[src/rtl/lector_teclado.sv]
// 4x4 matrix keypad scanner with debounce that builds two 3-digit BCD operands.
// Optional macro LECTOR_DESPLAZA_EN: 4th and later digits shift in, dropping the hundreds digit.
module lector_teclado #(
  parameter int SCAN_DIV = 27000,
  parameter int DEBOUNCE = 4
) (
  input  logic       clk,
  input  logic       rst,
  input  logic [3:0] columnas,
  output logic [3:0] filas,
  output logic [3:0] dig1_1,
  output logic [3:0] dig1_2,
  output logic [3:0] dig1_3,
  output logic [3:0] dig2_1,
  output logic [3:0] dig2_2,
  output logic [3:0] dig2_3,
  output logic       operandos_listos,
  output logic [1:0] estado,
  output logic [3:0] tecla,
  output logic       tecla_valida
);

  localparam int CW = (SCAN_DIV > 1) ? $clog2(SCAN_DIV) : 1;
  localparam int DW = $clog2(DEBOUNCE + 1);
  localparam logic [CW-1:0] DWELL_LAST = CW'(SCAN_DIV - 1);
  localparam logic [DW-1:0] DEB_N = DW'(DEBOUNCE);
`ifdef LECTOR_DESPLAZA_EN
  localparam bit SHIFT_PAST_3 = 1'b1;
`else
  localparam bit SHIFT_PAST_3 = 1'b0;
`endif

  typedef enum logic [1:0] {ST_OP1 = 2'b00, ST_OP2 = 2'b01, ST_DONE = 2'b10} estado_t;

  function automatic logic [3:0] key_code(input logic [1:0] row, input logic [1:0] col);
    logic [3:0] code;
    case ({row, col})
      4'h0: code = 4'd1;   4'h1: code = 4'd2;  4'h2: code = 4'd3;   4'h3: code = 4'd10;
      4'h4: code = 4'd4;   4'h5: code = 4'd5;  4'h6: code = 4'd6;   4'h7: code = 4'd11;
      4'h8: code = 4'd7;   4'h9: code = 4'd8;  4'hA: code = 4'd9;   4'hB: code = 4'd12;
      4'hC: code = 4'd14;  4'hD: code = 4'd0;  4'hE: code = 4'd15;  default: code = 4'd13;
    endcase
    return code;
  endfunction

  logic [CW-1:0] dwell_reg;
  logic [1:0]    row_reg;
  logic [3:0]    sync1_reg, sync2_reg;
  logic          frame_hit_reg;
  logic [3:0]    frame_key_reg;
  logic          released_reg;
  logic [3:0]    cand_key_reg;
  logic [DW-1:0] cand_cnt_reg, none_cnt_reg;
  logic [3:0]    op1_reg [3];
  logic [3:0]    op2_reg [3];
  logic [1:0]    cnt1_reg, cnt2_reg;
  logic [3:0]    tecla_reg;
  logic          tecla_valida_reg;
  estado_t       state_reg, state_next;

  logic          sample, first_row, frame_done, row_hit;
  logic [3:0]    col_low, frame_key_now;
  logic [1:0]    row_col;
  logic          frame_hit_now, accept, is_digit, clear_all, load1, load2;
  logic [DW-1:0] cand_cnt_inc, none_cnt_inc;

  assign sample     = (dwell_reg == DWELL_LAST);
  assign first_row  = (row_reg == 2'd0);
  assign frame_done = sample && (row_reg == 2'd3);
  assign col_low    = ~sync2_reg;
  assign row_hit    = |col_low;

  always_comb begin
    row_col = 2'd3;
    if (col_low[0])      row_col = 2'd0;
    else if (col_low[1]) row_col = 2'd1;
    else if (col_low[2]) row_col = 2'd2;
  end

  // The first hit of a frame wins; later rows cannot override it.
  assign frame_hit_now = row_hit | (frame_hit_reg & ~first_row);
  assign frame_key_now = (frame_hit_reg && !first_row) ? frame_key_reg : key_code(row_reg, row_col);

  assign cand_cnt_inc = (cand_cnt_reg != '0 && cand_key_reg == frame_key_now) ? cand_cnt_reg + DW'(1) : DW'(1);
  assign none_cnt_inc = none_cnt_reg + DW'(1);
  assign accept       = frame_done && released_reg && frame_hit_now && (cand_cnt_inc == DEB_N);

  assign is_digit  = (frame_key_now <= 4'd9);
  assign clear_all = accept && (frame_key_now == 4'd12);
  assign load1     = accept && is_digit && state_reg == ST_OP1 && (cnt1_reg != 2'd3 || SHIFT_PAST_3);
  assign load2     = accept && is_digit && state_reg == ST_OP2 && (cnt2_reg != 2'd3 || SHIFT_PAST_3);

  always_ff @(posedge clk or posedge rst) begin
    if (rst) begin
      dwell_reg     <= '0;
      row_reg       <= 2'd0;
      sync1_reg     <= 4'hF;
      sync2_reg     <= 4'hF;
      frame_hit_reg <= 1'b0;
      frame_key_reg <= 4'd0;
    end else begin
      sync1_reg <= columnas;
      sync2_reg <= sync1_reg;
      if (sample) begin
        dwell_reg     <= '0;
        row_reg       <= row_reg + 2'd1;
        frame_hit_reg <= frame_hit_now;
        frame_key_reg <= frame_key_now;
      end else begin
        dwell_reg <= dwell_reg + CW'(1);
      end
    end
  end

  // Armed: look for DEBOUNCE equal key frames. Disarmed: wait for DEBOUNCE empty frames.
  always_ff @(posedge clk or posedge rst) begin
    if (rst) begin
      released_reg <= 1'b0;
      cand_key_reg <= 4'd0;
      cand_cnt_reg <= '0;
      none_cnt_reg <= '0;
    end else if (frame_done) begin
      if (released_reg) begin
        none_cnt_reg <= '0;
        if (!frame_hit_now) begin
          cand_cnt_reg <= '0;
        end else if (accept) begin
          released_reg <= 1'b0;
          cand_cnt_reg <= '0;
        end else begin
          cand_key_reg <= frame_key_now;
          cand_cnt_reg <= cand_cnt_inc;
        end
      end else begin
        cand_cnt_reg <= '0;
        if (frame_hit_now) begin
          none_cnt_reg <= '0;
        end else if (none_cnt_inc == DEB_N) begin
          released_reg <= 1'b1;
          none_cnt_reg <= '0;
        end else begin
          none_cnt_reg <= none_cnt_inc;
        end
      end
    end
  end

  always_ff @(posedge clk or posedge rst) begin
    if (rst) state_reg <= ST_OP1;
    else     state_reg <= state_next;
  end

  always_comb begin
    state_next = state_reg;
    if (accept) begin
      case (frame_key_now)
        4'd10:   if (state_reg == ST_OP1) state_next = ST_OP2;
        4'd11:   if (state_reg == ST_OP2) state_next = ST_DONE;
        4'd12:   state_next = ST_OP1;
        default: state_next = state_reg;
      endcase
    end
  end

  always_ff @(posedge clk or posedge rst) begin
    if (rst) begin
      for (int i = 0; i < 3; i++) begin
        op1_reg[i] <= 4'd0;
        op2_reg[i] <= 4'd0;
      end
      cnt1_reg         <= 2'd0;
      cnt2_reg         <= 2'd0;
      tecla_reg        <= 4'd0;
      tecla_valida_reg <= 1'b0;
    end else begin
      tecla_valida_reg <= accept;
      if (accept) tecla_reg <= frame_key_now;
      if (clear_all) begin
        for (int i = 0; i < 3; i++) begin
          op1_reg[i] <= 4'd0;
          op2_reg[i] <= 4'd0;
        end
        cnt1_reg <= 2'd0;
        cnt2_reg <= 2'd0;
      end else if (load1) begin
        op1_reg[0] <= op1_reg[1];
        op1_reg[1] <= op1_reg[2];
        op1_reg[2] <= frame_key_now;
        if (cnt1_reg != 2'd3) cnt1_reg <= cnt1_reg + 2'd1;
      end else if (load2) begin
        op2_reg[0] <= op2_reg[1];
        op2_reg[1] <= op2_reg[2];
        op2_reg[2] <= frame_key_now;
        if (cnt2_reg != 2'd3) cnt2_reg <= cnt2_reg + 2'd1;
      end
    end
  end

  assign filas            = ~(4'b0001 << row_reg);
  assign dig1_1           = op1_reg[0];
  assign dig1_2           = op1_reg[1];
  assign dig1_3           = op1_reg[2];
  assign dig2_1           = op2_reg[0];
  assign dig2_2           = op2_reg[1];
  assign dig2_3           = op2_reg[2];
  assign operandos_listos = (state_reg == ST_DONE);
  assign estado           = state_reg;
  assign tecla            = tecla_reg;
  assign tecla_valida     = tecla_valida_reg;

endmodule

[config.mk]
export PLATFORM = sky130hd
export DESIGN_NAME = lector_teclado
export DESIGN_NICKNAME = d
export VERILOG_FILES = /design/src/rtl/lector_teclado.sv
export SDC_FILE = /design/constraint.sdc
export NUM_CORES = 1
export LEC_CHECK = 0
export CORE_UTILIZATION = 35
export CTS_CLUSTER_DIAMETER = 150
export DETAILED_ROUTE_END_ITERATION = 8
export PLACE_DENSITY_LB_ADDON = 0.05
export RECOVER_POWER = 25
export SYNTH_ARGS = -nofsm -noshare
export SYNTH_HDL_FRONTEND = slang
export SYNTH_SLANG_ARGS = --single-unit
[constraint.sdc]
create_clock -name clk -period 6.6 [get_ports clk]
set_input_delay 1.32 -clock clk [delete_from_list [all_inputs] [get_ports clk]]
set_output_delay 1.32 -clock clk [all_outputs]
set_load 0.01 [all_outputs]
# After elaboration in Yosys (flattened, before gate mapping)
# Memory sizes are Yosys's and may differ from the RTL's.
# Index checks and enable logic that the tools add are counted.
[classes] addsub=6 magnitude_cmp=1 eq_ne=15 shifts=1 muxes=32 n_bitwise=6 n_reduce_logical=27
[ops] cell="12-bit 2-to-1 mux" n=5
[ops] cell="2-bit 2-to-1 mux" n=11
[ops] cell="3-bit 2-to-1 mux" n=7
[ops] cell="15-bit by 1-bit adder with 15-bit output, second input constant" n=1
[ops] cell="15-bit == test, second input constant" n=1
[ops] cell="15-bit 2-to-1 mux" n=1
[ops] cell="4-bit == test, second input constant" n=3
[ops] cell="1-bit logical AND" n=12
[ops] cell="2-bit != test, second input constant" n=5
[ops] cell="4-bit NOT" n=2
[ops] cell="4-bit AND reduction" n=2
[ops] cell="2-bit nonzero test" n=4
[ops] cell="2-bit by 1-bit adder with 2-bit output, second input constant" n=3
[ops] cell="3-bit by 1-bit adder with 3-bit output, second input constant" n=2
[ops] cell="3-bit == test, second input constant" n=2
[ops] cell="1-bit 2-to-1 mux" n=6
[ops] cell="2-bit one-hot mux with 3 select lines" n=1
[ops] cell="3-bit nonzero test" n=2
[ops] cell="2-bit == test, second input constant" n=2
[ops] cell="4-bit == test" n=1
[ops] cell="4-bit <= comparator, second input constant" n=1
[ops] cell="2-bit zero test" n=2
[ops] cell="4-bit 2-to-1 mux" n=1
[ops] cell="2-bit AND reduction" n=2
[ops] cell="other kinds (8)" n=9
[word_totals] reg_bits=76 romBits=64 output_inout_bits=36 wordCells=110 memories=1
[mem_list] memory="(name not given)" words=16 word_bits=4 read_ports=1 rd_clocked_by_memory_dff=0 write_ports=0 line="37" rtl="case ({row, col})"

# Logic depth before layout (Yosys ltp)
# An unclocked memory read counts as a cell.
[logic_depth] depth_word=17 ltp_mapped=13 mapped_depth_nobuf=11

# Worst setup path after synthesis
# No wires, ideal clock.
[synth_timing] kind="reg2reg" start="register sync2_reg[2]" end="register op1_reg (netlist bit dig1_3[3])" t_arrival_ps=2760 path_slack_ps=3710 path_stages_with_launch=13 synth_period_minus_slack_ps=2890 path_cell_list="dfstp_2 nand2b_1 nand2_1 ha_1 mux2i_1 a211o_1 a21o_1 a22oi_4 nand4_4 or4_1 buf_2 buf_6 mux2i_1"
[synth_via] elab_chain_cells=15 word_cells_on_any_way=23 cone_classes="order compare: 1; eq/ne: 3; mux: 7; bitwise: 2; reduce/logical: 9; memory: 1"
[synth_lines] item="start: declaration" line="48" rtl="logic [3:0] sync1_reg, sync2_reg;"
[synth_lines] item="start signal: assignment" line="103" rtl="sync2_reg <= sync1_reg;"
[synth_lines] item="4-bit NOT *" line="70" rtl="assign col_low = ~sync2_reg;"
[synth_lines] item="1-bit 2-to-1 mux" line="77" rtl="else if (col_low[2]) row_col = 2'd2;"
[synth_lines] item="2-bit 2-to-1 mux" line="76" rtl="else if (col_low[1]) row_col = 2'd1;"
[synth_lines] item="2-bit 2-to-1 mux" line="75" rtl="if (col_low[0]) row_col = 2'd0;"
[synth_lines] item="memory read 16 x 4 bit"
[synth_lines] item="4-bit 2-to-1 mux" line="82" rtl="assign frame_key_now = (frame_hit_reg && !first_row) ? frame_key_reg : key_code(row_reg, row_col);"
[synth_lines] item="4-bit == test" line="84" rtl="assign cand_cnt_inc = (cand_cnt_reg != '0 && cand_key_reg == frame_key_now) ? cand_cnt_reg + DW'(1) : DW'(1);"
[synth_lines] item="1-bit logical AND" line="84"
[synth_lines] item="3-bit 2-to-1 mux" line="84"
[synth_lines] item="3-bit == test" line="86" rtl="assign accept = frame_done && released_reg && frame_hit_now && (cand_cnt_inc == DEB_N);"
[synth_lines] item="1-bit logical AND" line="86"
[synth_lines] item="1-bit logical AND (3 in series)" line="90" rtl="assign load1 = accept && is_digit && state_reg == ST_OP1 && (cnt1_reg != 2'd3 || SHIFT_PAST_3);"
[synth_lines] item="2-bit nonzero test (no source line)"
[synth_lines] item="end: declaration" line="54" rtl="logic [3:0] op1_reg [3];"
# Mark *: on every way between the ends. The rest lies on a longest branch, timed or not. The select of a mux whose other input is x is not followed.
# A chain may end at the register's enable or synchronous reset.

# Worst setup path in the final report
[layout_timing] start="register row_reg[1]" end="register cnt1_reg[0]"
[layout_via] elab_chain_cells=14 word_cells_on_any_way=27 cone_classes="order compare: 1; eq/ne: 4; mux: 3; bitwise: 3; reduce/logical: 15; memory: 1"
[layout_lines] item="start: declaration" line="47" rtl="logic [1:0] row_reg;"
[layout_lines] item="start signal: assignment" line="106" rtl="row_reg <= row_reg + 2'd1;"
[layout_lines] item="branches (longest 14 deep; another with memory read 16 x 4 bit)"
[layout_lines] item="end signal: assignment" line="189" rtl="if (cnt1_reg != 2'd3) cnt1_reg <= cnt1_reg + 2'd1;"
[layout_lines] item="end: declaration" line="56" rtl="logic [1:0] cnt1_reg, cnt2_reg;"
# Several ways; the timed one is not identified.

==> flow_metrics.py <==
metrics = {
    "outcome": {
        "status": "finished clean",
    },
    "clock_tree": {
        "root_buffer": "clkbuf_8",
        "cts_made_buffers": 9,
        "cts_tree": "built",
        "insertion_delay_ns": 0.34,
        "hold_buffers": 0,
        "clkTransAtPathRegs_ns": 0.08,
        "htree_levels": 3,
        "cts-resized-gates": 0,
        "clock_path_buffers": 2,
        "cts_setup_buffers": 0,
        "cts.sinks": 76,
    },
    "worst_setup_path": {
        "path_max_fanout": 13,
        "worstSetupPathType": "reg -> reg",
        "slowest_delay_ns": 0.81,
        "path_cells": "inv_1 -> ha_1 -> nor2b_1 -> nand2b_1 -> a21o_1 -> a22oi_4 -> nand4_4 -> or4_1 -> mux2i_1",
        "crit_slowest_cell": "or4_1",
        "reg2reg_to": "cnt1_reg[0]$_DFFE_PP0P_",
        "setup.worst_path.end_class": "flop",
        "r2r_slack_ns": 3.08,
        "cp-start-kind": "flop",
        "crit_required_ns": 6.79,
        "reg2reg_depth": 9,
        "cp.arrival_ns": 3.71,
        "reg2reg_from": "row_reg[1]$_DFFE_PP0N_",
    },
    "drt": {
        "ant_nets": 0,
        "routed_wl_mm": 8.26,
        "wl_met3_um": 271,
        "dr.pass1.iters": 4,
        "route.met2.wl_mm": 3.80,
        "route.top_layer_used": "met4",
        "first_iter_violations": 82,
        "wl_per_cell_um": 14.7,
        "via_per_inst": 4.92,
        "met1_length_mm": 4.11,
        "num_vias": 2766,
        "drc": 0,
    },
    "yosys": {
        "synth_cell_type_count": 56,
        "synth_area_leaders": "dfrtp_1, mux2i_1, ha_1",
        "synth_area_sq_um": 3890,
        "async_flop_share": 1.00,
        "synthXorXnorAreaFrac": 0.0408,
        "yosysTopAreaCellShare": 0.437,
        "synth_seq_cells": 76,
        "synth_compound_area_frac": 0.0993,
        "ys_warn_count": 0,
        "synth-adder-area-share": 0.0578,
        "synth_largest_area_cell": "dfrtp_1",
        "yosys.area_share.simple": 0.182,
        "synth_top_family_by_area": "simple AND/OR/NAND/NOR gates",
        "synth_nets": 398,
        "synth_flop_cell": "dfrtp_1",
        "syn_inst": 374,
        "synth_edf_count": 0,
        "seq_area_frac_synth": 0.491,
        "synth_area_per_cell_sq_um": 10.4,
        "synthMuxAreaShare": 0.0842,
    },
    "floorplan": {
        "design.core.area_sq_um": 10800,
        "pin_count": 42,
        "dieArea_sq_um": 11600,
        "start_util": 0.359,
        "die_w_um": 107,
        "die_h_um": 107,
        "placementRows": 38,
    },
    "layout": {
        "antennaDiodeCount": 0,
        "fin_util": 0.426,
        "largest_reg_flops": 15,
        "fin_nets": 441,
        "area_delta_synth_final_pct": 18.5,
        "layout_common_cells": "dfrtp_1, nand2_1, clkdlybuf4s50_1, inv_1, mux2i_1",
        "final_common_cell": "dfrtp_1",
        "drive_above_1_share": 0.0972,
    },
    "timing": {
        "finalClockSkew_ns": 0.0137,
        "setup_viol": 0,
        "max_freq_mhz": 284,
        "finalCritPeriodShare": 0.533,
        "slew_headroom": 0.0484,
        "holdWs_ns": 0.354,
        "rsz0062_at_grt": "no",
        "drv_slew": 0,
        "fin_crit_ns": 3.52,
        "hold_viol_final": 0,
        "setup-tns-final_ns": 0,
        "worst_pin_slew_ns": 1.43,
        "final.setup.worst_slack_ns": 3.08,
    },
    "min_path": {
        "min_from": "sync1_reg[1]$_DFF_PP1_",
        "min_path_cells": 0,
        "hold_path_class": "reg -> reg",
        "hold_end": "sync2_reg[1]$_DFF_PP1_",
    },
    "placement": {
        "place_hpwl_mm": 5.84,
        "dp_slack_ns": 3.06,
        "place.port_buffers": 41,
        "finalWeightedCongestion": 0.817,
    },
    "power": {
        "intPower_uw": 654,
        "leakage_nw": 2.13,
        "swShare": 0.230,
        "max-vdd-ir-drop_v": 0.0000927,
        "power_frac_seq": 0.555,
        "powerDensity_nw_per_um2": 184,
        "switchingPower_uw": 196,
        "p_clk_frac": 0.408,
        "pwr-share-comb": 0.038,
    },
    "global_route": {
        "grt_overflow_total": 0,
        "grt_pass1_vias": 2793,
        "grt_pass1_wl_mm": 14.1,
        "grt_antenna_before_repair": 0,
        "grt_max_degree": 42,
        "grtUsageTotal": 0.158,
    },
    "job": {
        "drv_cap": 0,
    },
}
==> layout make-up <==
class,count,area [sq um]
multi-input combinational,257,1800
fill,1072,6220
clock inverter,4,50.0
inverter,28,105
timing repair buffer,45,437
clock buffer,12,135
sequential,76,1910
tap,140,175
==> synthesized netlist by cell type (2+ instances only) <==
cell,n
xnor2_1,8
nor2_1,21
xor2_1,7
a21oi_1,6
or2_2,2
nor2b_1,5
nor3_1,9
a2bb2oi_1,2
or4_1,2
mux2_2,5
dfrtp_1,68
dfstp_2,8
o21ai_0,21
a211oi_1,2
a22o_1,2
nand4_1,7
ha_1,18
inv_1,27
nor4_2,2
nand3_1,15
mux2i_1,26
a31oi_1,2
a21o_1,2
nand2b_1,8
nand4bb_1,2
o211ai_1,4
o31ai_1,2
nand2_1,49
o21a_1,2
clkbuf_1,5
buf_2,5
a211o_1,2
and3_1,4
buf_6,2
==> metal layers <==
| metal | GRT usage | up-vias |
|---|---|---|
| li1 | - | 1380 |
| met2 | 0.245 | 47 |
| met4 | 0.0489 | 0 |
| met1 | 0.218 | 1334 |
| met3 | 0.0345 | 5 |
| met5 | 0 | - |
==> worst max-delay path by stage <==
stage | from | to | slack (ns)
finish | row_reg[1]$_DFFE_PP0N_ | cnt1_reg[0]$_DFFE_PP0P_ | 3.08
global route | row_reg[1]$_DFFE_PP0N_ | dig1_1[0]$_DFFE_PP0P_ | 2.85
CTS | row_reg[1]$_DFFE_PP0N_ | dig1_1[0]$_DFFE_PP0P_ | 3.08
detailed placement | row_reg[0]$_DFFE_PP0N_ | dig1_3[3]$_DFFE_PP0P_ | 3.06
global placement | row_reg[1]$_DFFE_PP0N_ | dig1_3[3]$_DFFE_PP0P_ | 3.21
floorplan | rst | cand_cnt_reg[0]$_DFFE_PP0P_ | 3.35
==> logic make-up after synthesis <==
group,count (synthesis)
AND/OR/NAND/NOR,135
multiplexers,32
buffers and inverters,41
adder cells (fa/ha/maj),18
flip-flops,76
AO/OA/AOI/OAI,56
XOR/XNOR,16
==> metrics by stage <==
stage	power (mW)	instance area [sq um]	cells
floorplan	0.501	3890	374
global placement	0.514	4450	546
detailed placement	0.514	4450	546
CTS	0.867	4630	562
global route	0.891	4620	562
finish	0.849	4620	562
==> power by group through the flow <==
| stage | registers, mW | clock network [mW] | logic (mW) |
|---|---|---|---|
| floorplan | 0.480 | 0 | 0.0210 |
| global placement | 0.480 | 0 | 0.0339 |
| detailed placement | 0.480 | 0 | 0.0337 |
| CTS | 0.471 | 0.362 | 0.0337 |
| global route | 0.471 | 0.383 | 0.0366 |
| finish | 0.471 | 0.346 | 0.0319 |
==> worst max-delay path: cells and delay by family (launching register included) <==
family          cells  cell delay [ns]
flops               1             0.54
simple gates        4             1.68
buf+inv             1             0.15
compound gates      2             0.54
mux                 1             0.22
fa+ha+maj           1             0.23
(Power assumes the default switching activity.)
